**src/rtl/reg_scoreboard.sv**
```systemverilog
// Register scoreboard for decode/issue: counts in-flight writes per architectural
// register and stalls issue until every source register holds its final value.
module reg_scoreboard #(
  parameter  int NUM_REGS = 8,
  parameter  int CNT_W    = 2,
  localparam int SEL_W    = $clog2(NUM_REGS)
) (
  input  logic                clk,
  input  logic                rst,
  input  logic                issueValid,
  input  logic                issueRead1En,
  input  logic [SEL_W-1:0]    issueRead1Sel,
  input  logic                issueRead2En,
  input  logic [SEL_W-1:0]    issueRead2Sel,
  input  logic                issueWriteEn,
  input  logic [SEL_W-1:0]    issueWriteSel,
  input  logic                writeEn,
  input  logic [SEL_W-1:0]    writeRegSel,
  output logic                stall,
  output logic                issueAccept,
  output logic [NUM_REGS-1:0] busy,
  output logic                err
);

  localparam logic [CNT_W-1:0] CNT_FULL = {CNT_W{1'b1}};
  localparam logic [CNT_W-1:0] CNT_ONE  = CNT_W'(1);

  logic [NUM_REGS-1:0][CNT_W-1:0] cnt_q;
  logic [NUM_REGS-1:0][CNT_W-1:0] cnt_d;
  logic                           err_q;
  logic                           err_d;

  logic                hazard1;
  logic                hazard2;
  logic                full;
  logic                issue_write;
  logic [NUM_REGS-1:0] inc_vec;
  logic [NUM_REGS-1:0] dec_vec;
  logic [NUM_REGS-1:0] under_vec;

  // Hazards look only at registered counts: a retire landing this cycle is
  // not visible to readers until the next cycle (no register file bypass).
  always_comb begin
    hazard1     = issueRead1En & (cnt_q[issueRead1Sel] != '0);
    hazard2     = issueRead2En & (cnt_q[issueRead2Sel] != '0);
    full        = issueWriteEn & (cnt_q[issueWriteSel] == CNT_FULL);
    stall       = issueValid & (hazard1 | hazard2 | full);
    issueAccept = issueValid & ~stall;
    issue_write = issueAccept & issueWriteEn;
  end

  for (genvar gi = 0; gi < NUM_REGS; gi++) begin : g_reg
    assign inc_vec[gi]   = issue_write & (issueWriteSel == SEL_W'(gi));
    assign dec_vec[gi]   = writeEn & (writeRegSel == SEL_W'(gi));
    assign under_vec[gi] = dec_vec[gi] & (cnt_q[gi] == '0);

    // Issue and retire to the same register cancel; a retire on an empty
    // counter saturates at zero instead of wrapping.
    assign cnt_d[gi] =
        (inc_vec[gi] & ~dec_vec[gi])                       ? cnt_q[gi] + CNT_ONE :
        (dec_vec[gi] & ~inc_vec[gi] & (cnt_q[gi] != '0))   ? cnt_q[gi] - CNT_ONE :
                                                             cnt_q[gi];

    assign busy[gi] = (cnt_q[gi] != '0);
  end

  assign err_d = err_q | (|under_vec);
  assign err   = err_q;

  always_ff @(posedge clk) begin
    if (rst) begin
      cnt_q <= '0;
      err_q <= 1'b0;
    end else begin
      cnt_q <= cnt_d;
      err_q <= err_d;
    end
  end

endmodule
```
**config.mk**
```make
export PLATFORM = sky130hd
export DESIGN_NAME = reg_scoreboard
export DESIGN_NICKNAME = d
export VERILOG_FILES = /design/src/rtl/reg_scoreboard.sv
export SDC_FILE = /design/constraint.sdc
export NUM_CORES = 1
export LEC_CHECK = 0
export CORE_UTILIZATION = 30
export CTS_CLUSTER_DIAMETER = 30
export CTS_CLUSTER_SIZE = 10
export DETAILED_ROUTE_END_ITERATION = 6
export GPL_ROUTABILITY_DRIVEN = 1
export PLACE_DENSITY_LB_ADDON = 0.25
export SYNTH_ARGS = -nofsm -noshare
export SYNTH_HDL_FRONTEND = slang
export SYNTH_SLANG_ARGS = --single-unit
```
**constraint.sdc**
```tcl
create_clock -name clk -period 2.3 [get_ports clk]
set_input_delay 0.23 -clock clk [delete_from_list [all_inputs] [get_ports clk]]
set_output_delay 0.23 -clock clk [all_outputs]
set_load 0.05 [all_outputs]
```
# Word-level counts from Yosys, hierarchy flattened

Index checks and enable logic that the tools add are counted.

Bitwise logic cells: 74
$lt $le $gt $ge: 3
Reduce and logical (&&, ||, !) cells: 29
$add $sub $neg: 16
Muxes and demuxes: 22
Equality and inequality tests: 15

Operator list:

| cell                                                                  | count |
|---|---|
| 1-bit AND                                                             | 54 |
| 2-bit 2-to-1 mux                                                      | 19 |
| 2-bit nonzero test                                                    | 18 |
| 3-bit equality test, second input constant                            | 8 |
| 2-bit binary-select mux with 3-bit select                             | 3 |
| 1-bit NOT                                                             | 17 |
| 2-bit by 1-bit adder with 2-bit output, second input constant         | 8 |
| 2-bit logical NOT                                                     | 8 |
| 2-bit by 1-bit subtractor with 2-bit output, second input constant    | 8 |
| 3-bit by 2-bit equality test with 1-bit output, second input constant | 4 |
| 3-bit by 4-bit < comparator with 1-bit output, second input constant  | 3 |
| 8-bit OR reduction                                                    | 1 |
| 3-bit by 1-bit equality test with 1-bit output, second input constant | 2 |
| 3-bit logical NOT                                                     | 2 |
| 1-bit bitwise OR                                                      | 3 |
| 2-bit equality test, second input constant                            | 1 |

Output and inout bits: 11
Input bits: 19
Bits in registers: 17
Word-level logic and storage cells: 168

# Logic depth before layout (Yosys ltp)

Gate-level depths: netlist (run 1).

Depth after elaboration: 16
Mapped depth: 9

# Worst setup path before layout (run 1)

No wires, ideal clock.

Path kind: reg-to-output
From: register cnt_q[0] in the netlist's numbering
To: output stall
Stages on the path, launching flop included: 9
Buffers on the path: 2
Arrival time: 1.994 ns
Setup slack: 0.076 ns
Data required time: 2.070 ns
Cells stage by stage: dfxtp_1 > buf_6 > nor4_1 > nor4b_1 > a22oi_1 > and3_1 > buf_4 > a21boi_0 > nor2b_1

Cells in the longest elaborated chain, start to end: 7
Elaborated cells on any way between the ends: 15

RTL lines:

| element                                                      | line   | RTL |
|---|---|---|
| start: declaration                                           | 28     | `logic [NUM_REGS-1:0][CNT_W-1:0] cnt_q;` |
| start signal: assignment                                     | 75     | `cnt_q <= cnt_d;` |
| 2-bit binary-select mux with 3-bit select (on tied branches) | 44, 45 |  |
| 2-bit 2-to-1 mux (on tied branches)                          | 44, 45 |  |
| 2-bit nonzero test (on tied branches)                        | 44, 45 |  |
| 1-bit AND (on tied branches)                                 | 44, 45 |  |
| 1-bit bitwise OR                                             | 47     | `stall = issueValid & (hazard1 \| hazard2 \| full);` |
| 1-bit bitwise OR *                                           | 47     |  |
| 1-bit AND *                                                  | 47     |  |
| end: declaration                                             | 19     | `output logic stall,` |

Every way passes the cells marked *; elsewhere a longest branch is shown, timed or not. The select of a mux whose other input is x is not followed.

# Worst setup path in the final report (run 1)

From: input issueRead1Sel[0]
To: output stall

Cells in the longest elaborated chain, start to end: 7

RTL lines:

| element                                   | line | RTL |
|---|---|---|
| start: declaration                        | 12   | `input logic [SEL_W-1:0] issueRead1Sel,` |
| 2-bit binary-select mux with 3-bit select | 44   | `hazard1 = issueRead1En & (cnt_q[issueRead1Sel] != '0);` |
| 2-bit 2-to-1 mux (implied by the code)    | 44   |  |
| 2-bit nonzero test                        | 44   |  |
| 1-bit AND                                 | 44   |  |
| 1-bit bitwise OR (2 in a row)             | 47   |  |
| 1-bit AND                                 | 47   |  |

No other way between the ends. The select of a mux whose other input is x is not followed.

==> reports/summary.md, run 1 <==
The area taken by multi-input logic gates was 1090 µm²; the average cell area after synthesis was 7.40 µm². The CTS clock-pin slew for the worst setup and hold paths works out to 70 ps. The number of cells on the worst reg-to-reg path works out to 7. The port buffer count works out to 29. In this run, post-CTS hold repair placed 0 buffers. For the number of max-slew violations in the final report, the log shows 0.

Fraction of the cycle the final worst path needs: 95.6%. The most used standard cell by instance count after synthesis is nand2_1. CTS H-tree depth: 1. The arrival time at the worst endpoint came out at 1970 ps.

In the post-synthesis netlist, the biggest area contributors are dfxtp_1 22%, nor3b_1 5.7%, nand2_1 4.5%. The number of clock buffers added by TritonCTS is 3. Setup violations remaining at the end of the flow were counted as 0. The number of nets in the final layout is 272, and the post-synth design cell area is 1580 µm². The flow ran to the end, and the final reports show no timing, DRC or antenna violations.

The worst setup path is launched from an input port. For the pin with the worst max-slew slack, the measured transition is 524 ps. IR analysis of the VDD net gives a maximum drop of 0.210 mV.

The tools report the worst max-slew margin expressed relative to the limit as 64.8%. The largest delay contributor family on the critical path was buffers and inverters. The leading register cell type out of synthesis is dfxtp_1.

Timing would allow up to 455 MHz. The worst hold path cell count came out at 2. The post-route total power was 0.784 mW; the maximum buffer depth of the clock tree was 2. Synthesis instantiated 38 different standard cells from the library. For the worst-skew pair, the clock arrives at the later sink with an insertion delay of 260 ps. The initial core utilization is 31.1%, and the instance count of the mapped netlist is 213.

The total clock sinks is 17. The highest metal layer used by the detailed router was met4. The detail-routed net length per standard cell was 14.9 µm; the async set or reset register ratio after synthesis was 0%. The standby leakage power was 0.796 nW. Wire segments on met2 add up to 2160 µm in the final route. Across the run, the number of max-cap violations was 0. The number of primary I/O pins came out at 30.

At the worst endpoint, the required time is 2070 ps. The commonest cells after synthesis are 19 x nand2_1, 17 x dfxtp_1, 15 x nor2_1. When the netlist entered floorplanning its net count stood at 232. The standard cell with the maximum stage delay on the critical path is clkdlybuf4s50_1. Measured along the x axis, the die boundary spans 74.5 µm.

The total overflow reported by the global router is 0, and the number of detailed-routing iterations run before antenna repair is 4. The post-detailed-route DRC marker count is 0, and the wire length of the first global-routing pass is 7820 µm. Hold is met by 524 ps.

The congestion estimate from routability-driven global placement came to 0.841. Walking the worst path, the cells encountered are clkdlybuf4s50_1 -> nor4_1 -> nor4b_1 -> a22oi_1 -> and3_4 -> a21boi_2 -> nor2b_1 -> buf_6. The utilization of the core after routing is 41.4%. Of the synthesized area, sequential elements account for 21.6%. The post-CTS setup buffer count was 0; the overall die area was 5550 µm². TritonCTS built the clock tree.

The number of synthesis warnings is 0, and the ratio of cells with drive above 1 in the final layout is 15.1%. The floorplan die height is 74.5 µm, and the power per cell area is 373 nW/µm². The largest fanout of any net on the critical path was 5. For the number of antenna violations at the first check in global routing, the log shows 0. The routed design could run at a clock period as short as 2200 ps. Clock tree synthesis selected as its root buffer the cell clkbuf_8. Counting flops and latches in the post-synthesis netlist gives 17. The cell type with the highest aggregate area in the netlist was dfxtp_1. Setup repair after global routing left no endpoint under its margin. The largest clock skew in the final design is 5.67 ps, and the placed wire-length estimate is 3600 µm.

In this run the standard cell core region covers 5070 µm². Kind of capture point of the worst setup path: an output port. The logs give 552 for the number of fill cells in the layout and 0 for the remaining number of nets flagged by the antenna check after routing.

Entering global routing, the biggest net connects 32 pins. The total wirelength of the detailed-routed design came out at 4810 µm. The tightest min-delay check is of the reg -> reg type. Category of the most critical setup path: in -> out. Summing over every cut layer, the via total after detailed routing is 1796. The critical path crosses 8 cells after its start point. Met3 wire length: 247 µm.

Summing all flip-flop and latch instances after layout gives 343 µm². The initialized floorplan defines 26 standard-cell rows. The tools report the global-route usage over all layers as 18.3%. The number of global-route vias before repair is 1623. The final hold violation count is 0. The area overhead of the layout relative to synthesis is 33.2%, and the buffers plus inverters on the worst setup path is 2. In this run, synthesis inferred 0 flip-flops with an integrated enable. The area share of the largest cell type after synthesis was 21.6%; the DRC violation total after the first TritonRoute iteration was 115. The number of antenna diodes in the final layout is 0. For this block, wires on met1 add up to 2360 µm. After detailed routing, the number of vias per cell comes to 5.58. The delay of the slowest critical-path stage came out at 570 ps.
-- state kept, by name (all words and copies together) (netlist names) --
| signal | count |
|---|---|
| err | 1 |
| cnt_q | 16 |
-- worst min-delay path, delay by kind of cell, from the launching register on --
family | cells | cell delay [ps]
DFF | 1 | 330
AOI/OAI and AO/OA | 2 | 150
-- cells in the final DEF (no fill, tap or decap), types with 3 or more instances in the layout --
cell type and count:
inv_1 12, o2111ai_1 4, clkbuf_8 3, nor3_1 14, or4b_1 5, nor3b_1 12, nor2_1 15, a31oi_1 10
nand2_1 19, dfxtp_1 15, a22o_1 6, a211oi_1 9, buf_4 21, o21ai_0 3, nor4_1 11, nand3b_1 8
nor4b_1 4, clkdlybuf4s50_1 25, nand3_1 11, a21oi_1 3, o211ai_1 7, nor2b_1 4
-- per-stage QoR --
stage | instances | TNS (ps) | setup slack, ps | instance area [µm²]
2_1_floorplan | 213 | 0 | 75.7 | 1580
3_3_place_gp | 318 | -4.68 | -4.68 | 2020
3_5_place_dp | 318 | -103 | -52.3 | 2020
4_1_cts | 322 | 0 | 16.2 | 2070
5_1_grt | 322 | 0 | 1.96 | 2100
6_report | 322 | 0 | 101 | 2100
-- metal layers --
metal / GRT usage, % / vias up
met3: 4.07 / 6
met1: 25.2 / 840
met2: 29.3 / 47
met4: 3.77 / 0
li1: - / 903
met5: 0 / -
-- layout make-up --
type,count,area share [%]
Sequential cell,17,16.3
Multi-Input combinational cell,168,52.1
Tap cell,70,4.17
Clock buffer,4,2.15
Timing Repair Buffer,51,23.1
Inverter,12,2.15
-- cells by family after synthesis --
family	count (synthesis)	synth area share [%]
AND/OR/NAND/NOR	115	43.4
AO/OA/AOI/OAI	53	24.8
flip-flops	17	21.6
buffers and inverters	28	10.2
-- worst paths after layout --
check,from,end,slack [ps]
setup reg to reg,cnt_q[14]$_SDFFE_PP0P_,cnt_q[9]$_SDFFE_PP0P_,280
hold / removal,err$_SDFF_PP0_,err$_SDFF_PP0_,520
hold reg to reg,err$_SDFF_PP0_,err$_SDFF_PP0_,520
setup / recovery,issueRead1Sel[0],stall,100
-- what timing repair did --
item,4_1_cts,5_1_grt
resized for setup,2,10
endpoints found under the setup margin,1,2
pin swaps,0,1
-- power breakdown --
group | total (mW) | switching, mW | internal [mW]
clock network | 0.240 | 0.117 | 0.123
logic | 0.240 | 0.134 | 0.106
registers | 0.303 | 0.00532 | 0.298
(Power assumes the default switching activity.)
==> run 2: changes to the inputs <==
==> constraint.sdc (replaced) <==
create_clock -name clk -period 2.4 [get_ports clk]
set_input_delay 0.24 -clock clk [delete_from_list [all_inputs] [get_ports clk]]
set_output_delay 0.24 -clock clk [all_outputs]
set_load 0.05 [all_outputs]
==> reports/summary.md, run 2 (synthesized netlist as in run 1, its figures left out) <==
The flow ran to the end, and the final reports show no timing, DRC or antenna violations. The total clock sinks is 17. The logs give 0 for the number of max-slew violations in the final report and 26 for the pin count of the biggest net entering global routing. The kind of capture point of the worst setup path is an output port.

Global routing consumed, over all layers together, 17.7% of the routing resources. Static timing analysis puts the maximum clock frequency at 428 MHz. The arrival time at the worst endpoint was 2090 ps; the minimum clock period was 2330 ps. For the count of cells resized by post-cts repair, the log shows 1.

The worst hold-check path type was reg -> reg. The most flop-heavy register was cnt_q. After floorplanning, the core was divided into 26 placement rows. The worst setup path startpoint is issueRead2Sel[1]. Detailed routing inserted a total of 1773 vias. The area growth from synthesis to layout is 31.0%.

For the initial core utilization, the log shows 31.1%. The first global-routing pass estimated 7490 µm of wire. The total area inside the core boundary comes to 5070 µm². For the remaining number of nets flagged by the antenna check after routing, the log shows 0. For the combinational power share, the log shows 29.9%.

With fillers left out, the area of the finished cells amounts to 2060 µm². The clock network accounts for 30.9% of the total power. Counting the buffers created by CTS gives 3. Setup violations remaining at the end of the flow were counted as 0. The tools report the routability congestion estimate from global placement as 0.804. In this run the static leakage power is 0.768 nW. The logs give 0 ps for the post-route setup TNS and 0.206 mV for the worst supply voltage drop on vdd.

Category of the most critical setup path: in -> out. The number of antenna violations at the first check in global routing came out at 0. Dividing the final minimum period by the clock period gives 97.3%.

The tools report the timing endpoint of the critical path as issueAccept. The register with the most flip-flops in the layout has 16 of them. The number of cells on the worst reg-to-reg path works out to 7. STA classifies the critical path startpoint as an input port.

Across all register-to-register paths, the minimum setup slack is 440 ps. The first detailed-routing pass ran for 4 iterations. The die is 74.5 µm tall. The clock passes through at most 2 buffers. Clock-pin slew was measured on the worst setup and hold paths at 70 ps. At the later pin of the worst-skew pair, clock insertion delay measures 260 ps.

The part of the total power dissipated in sequential elements is 39.2%, and the total wirelength of the detailed-routed design is 4620 µm. Summed over all nets, the switching power comes to 0.242 mW. The leading cell type in the layout, fill and taps excluded is clkdlybuf4s50_1. The logs give 3570 µm for the placed wire-length estimate and 0 for the total overflow reported by the global router. Setup repair after global routing left no endpoint under its margin. TritonCTS built the clock tree.

In this run the critical register-to-register path is captured at cnt_q[9]$_SDFFE_PP0P_. The tree is rooted in a clkbuf_8. The tools report the final hold violation count as 0.

The largest clock skew in the final design is 2.21 ps, and the detail-routed net length per standard cell is 14.4 µm. The ratio of cells with drive above 1 in the final layout is 13.5%. The floorplan step set the die width to 74.5 µm. In this run the power density over the cells is 360 nW/µm². In this run the cell area measured after placement is 2000 µm². The largest fanout of any net on the critical path was 5; the cell-internal power was 0.501 mW. For this run, design rule violations remaining after detail routing come to 0. In the layout the commonest cells are 27 x clkdlybuf4s50_1, 22 x buf_4, 19 x nand2_1, 17 x dfxtp_1, 15 x nor2_1. The CTS H-tree depth was 1. The worst register-to-register path begins at cnt_q[4]$_SDFFE_PP0P_. For the worst max-slew margin expressed relative to the limit, the log shows 67.0%. The final hold slack was 531 ps; the port buffer count was 29. The number of global-route vias before repair is 1509, and the number of antenna cells inserted is 0. Buffers added to address setup during post-CTS repair amount to 0. The overall die area is 5550 µm², and the DRC violation total after the first TritonRoute iteration is 94. Using the TritonRoute via totals, the vias-per-cell ratio works out to 5.52. Pin placement for this block handled 30 I/O pins. The final layout contains 271 nets. Across the run, the number of max-cap violations was 0. Required time of the critical path: 2160 ps. Net switching is 32.5% of the power. Hold repair after CTS inserted 0 buffers.

For the pin with the worst max-slew slack, the measured transition is 494 ps.
run 2: power groups by stage:
stage / clock (mW) / combinational [mW] / sequential, mW
finish: 0.230 / 0.222 / 0.291
CTS: 0.234 / 0.216 / 0.291
detailed placement: 0 / 0.215 / 0.297
global route: 0.246 / 0.239 / 0.292
floorplan: 0 / 0.128 / 0.301
global placement: 0 / 0.214 / 0.297
run 2: through the flow:
step | worst slack, ps | instances | power (mW) | utilization [%]
after CTS | 42.2 | 321 | 0.741 | 40.4
final | 65.9 | 321 | 0.743 | 40.7
after global placement | 18.9 | 317 | 0.511 | 39.5
after detailed placement | 5.72 | 317 | 0.513 | 39.5
after floorplan | 166 | 213 | 0.429 | -
after global routing | 2.45 | 321 | 0.777 | 40.7
run 2: how the worst min path moves through the flow:
stage	start	to	slack, ps	cells past startpoint
finish	err$_SDFF_PP0_	err$_SDFF_PP0_	530	2
global route	err$_SDFF_PP0_	err$_SDFF_PP0_	590	2
CTS	err$_SDFF_PP0_	err$_SDFF_PP0_	530	2
detailed placement	err$_SDFF_PP0_	err$_SDFF_PP0_	510	2
global placement	err$_SDFF_PP0_	err$_SDFF_PP0_	510	2
floorplan	writeRegSel[2]	cnt_q[8]$_SDFFE_PP0P_	500	2
run 2: area by class of cell:
| class | instances | area [µm²] |
|---|---|---|
| sequential | 17 | 340 |
| inverter | 12 | 45.0 |
| tap | 70 | 87.6 |
| fill | 539 | 3010 |
| clock buffer | 4 | 45.0 |
| multi-input combinational | 168 | 1090 |
| timing repair buffer | 50 | 455 |
run 2: routing by layer:
layer	routed length [µm]	GRT usage (%)	vias up	part of all wire [%]
li1	-	-	899	-
met1	2290	25.8	828	49
met2	2120	27.7	42	46
met3	199	2.85	4	4.3
met4	17	2.52	0	0.37
met5	0	0	-	0
run 2: critical path, cell delays in order:
cell and delay (ps):
clkdlybuf4s50_1 470, buf_4 190, nor3_1 140, o21ai_0 100, a22oi_1 220, and3_4 240
a21boi_1 200, and2_4 180, buf_12 130
==> run 3: changes to the inputs <==
--- a/config.mk
+++ b/config.mk
@@ -5,12 +5,14 @@
 export SDC_FILE = /design/constraint.sdc
 export NUM_CORES = 1
 export LEC_CHECK = 0
+export CAP_MARGIN = 20
 export CORE_UTILIZATION = 30
 export CTS_CLUSTER_DIAMETER = 30
 export CTS_CLUSTER_SIZE = 10
 export DETAILED_ROUTE_END_ITERATION = 6
 export GPL_ROUTABILITY_DRIVEN = 1
 export PLACE_DENSITY_LB_ADDON = 0.25
+export SKIP_LAST_GASP = 1
 export SYNTH_ARGS = -nofsm -noshare
 export SYNTH_HDL_FRONTEND = slang
 export SYNTH_SLANG_ARGS = --single-unit
==> results of run 3 <==
The final DEF is identical to that of run 2; final timing and power are the same.
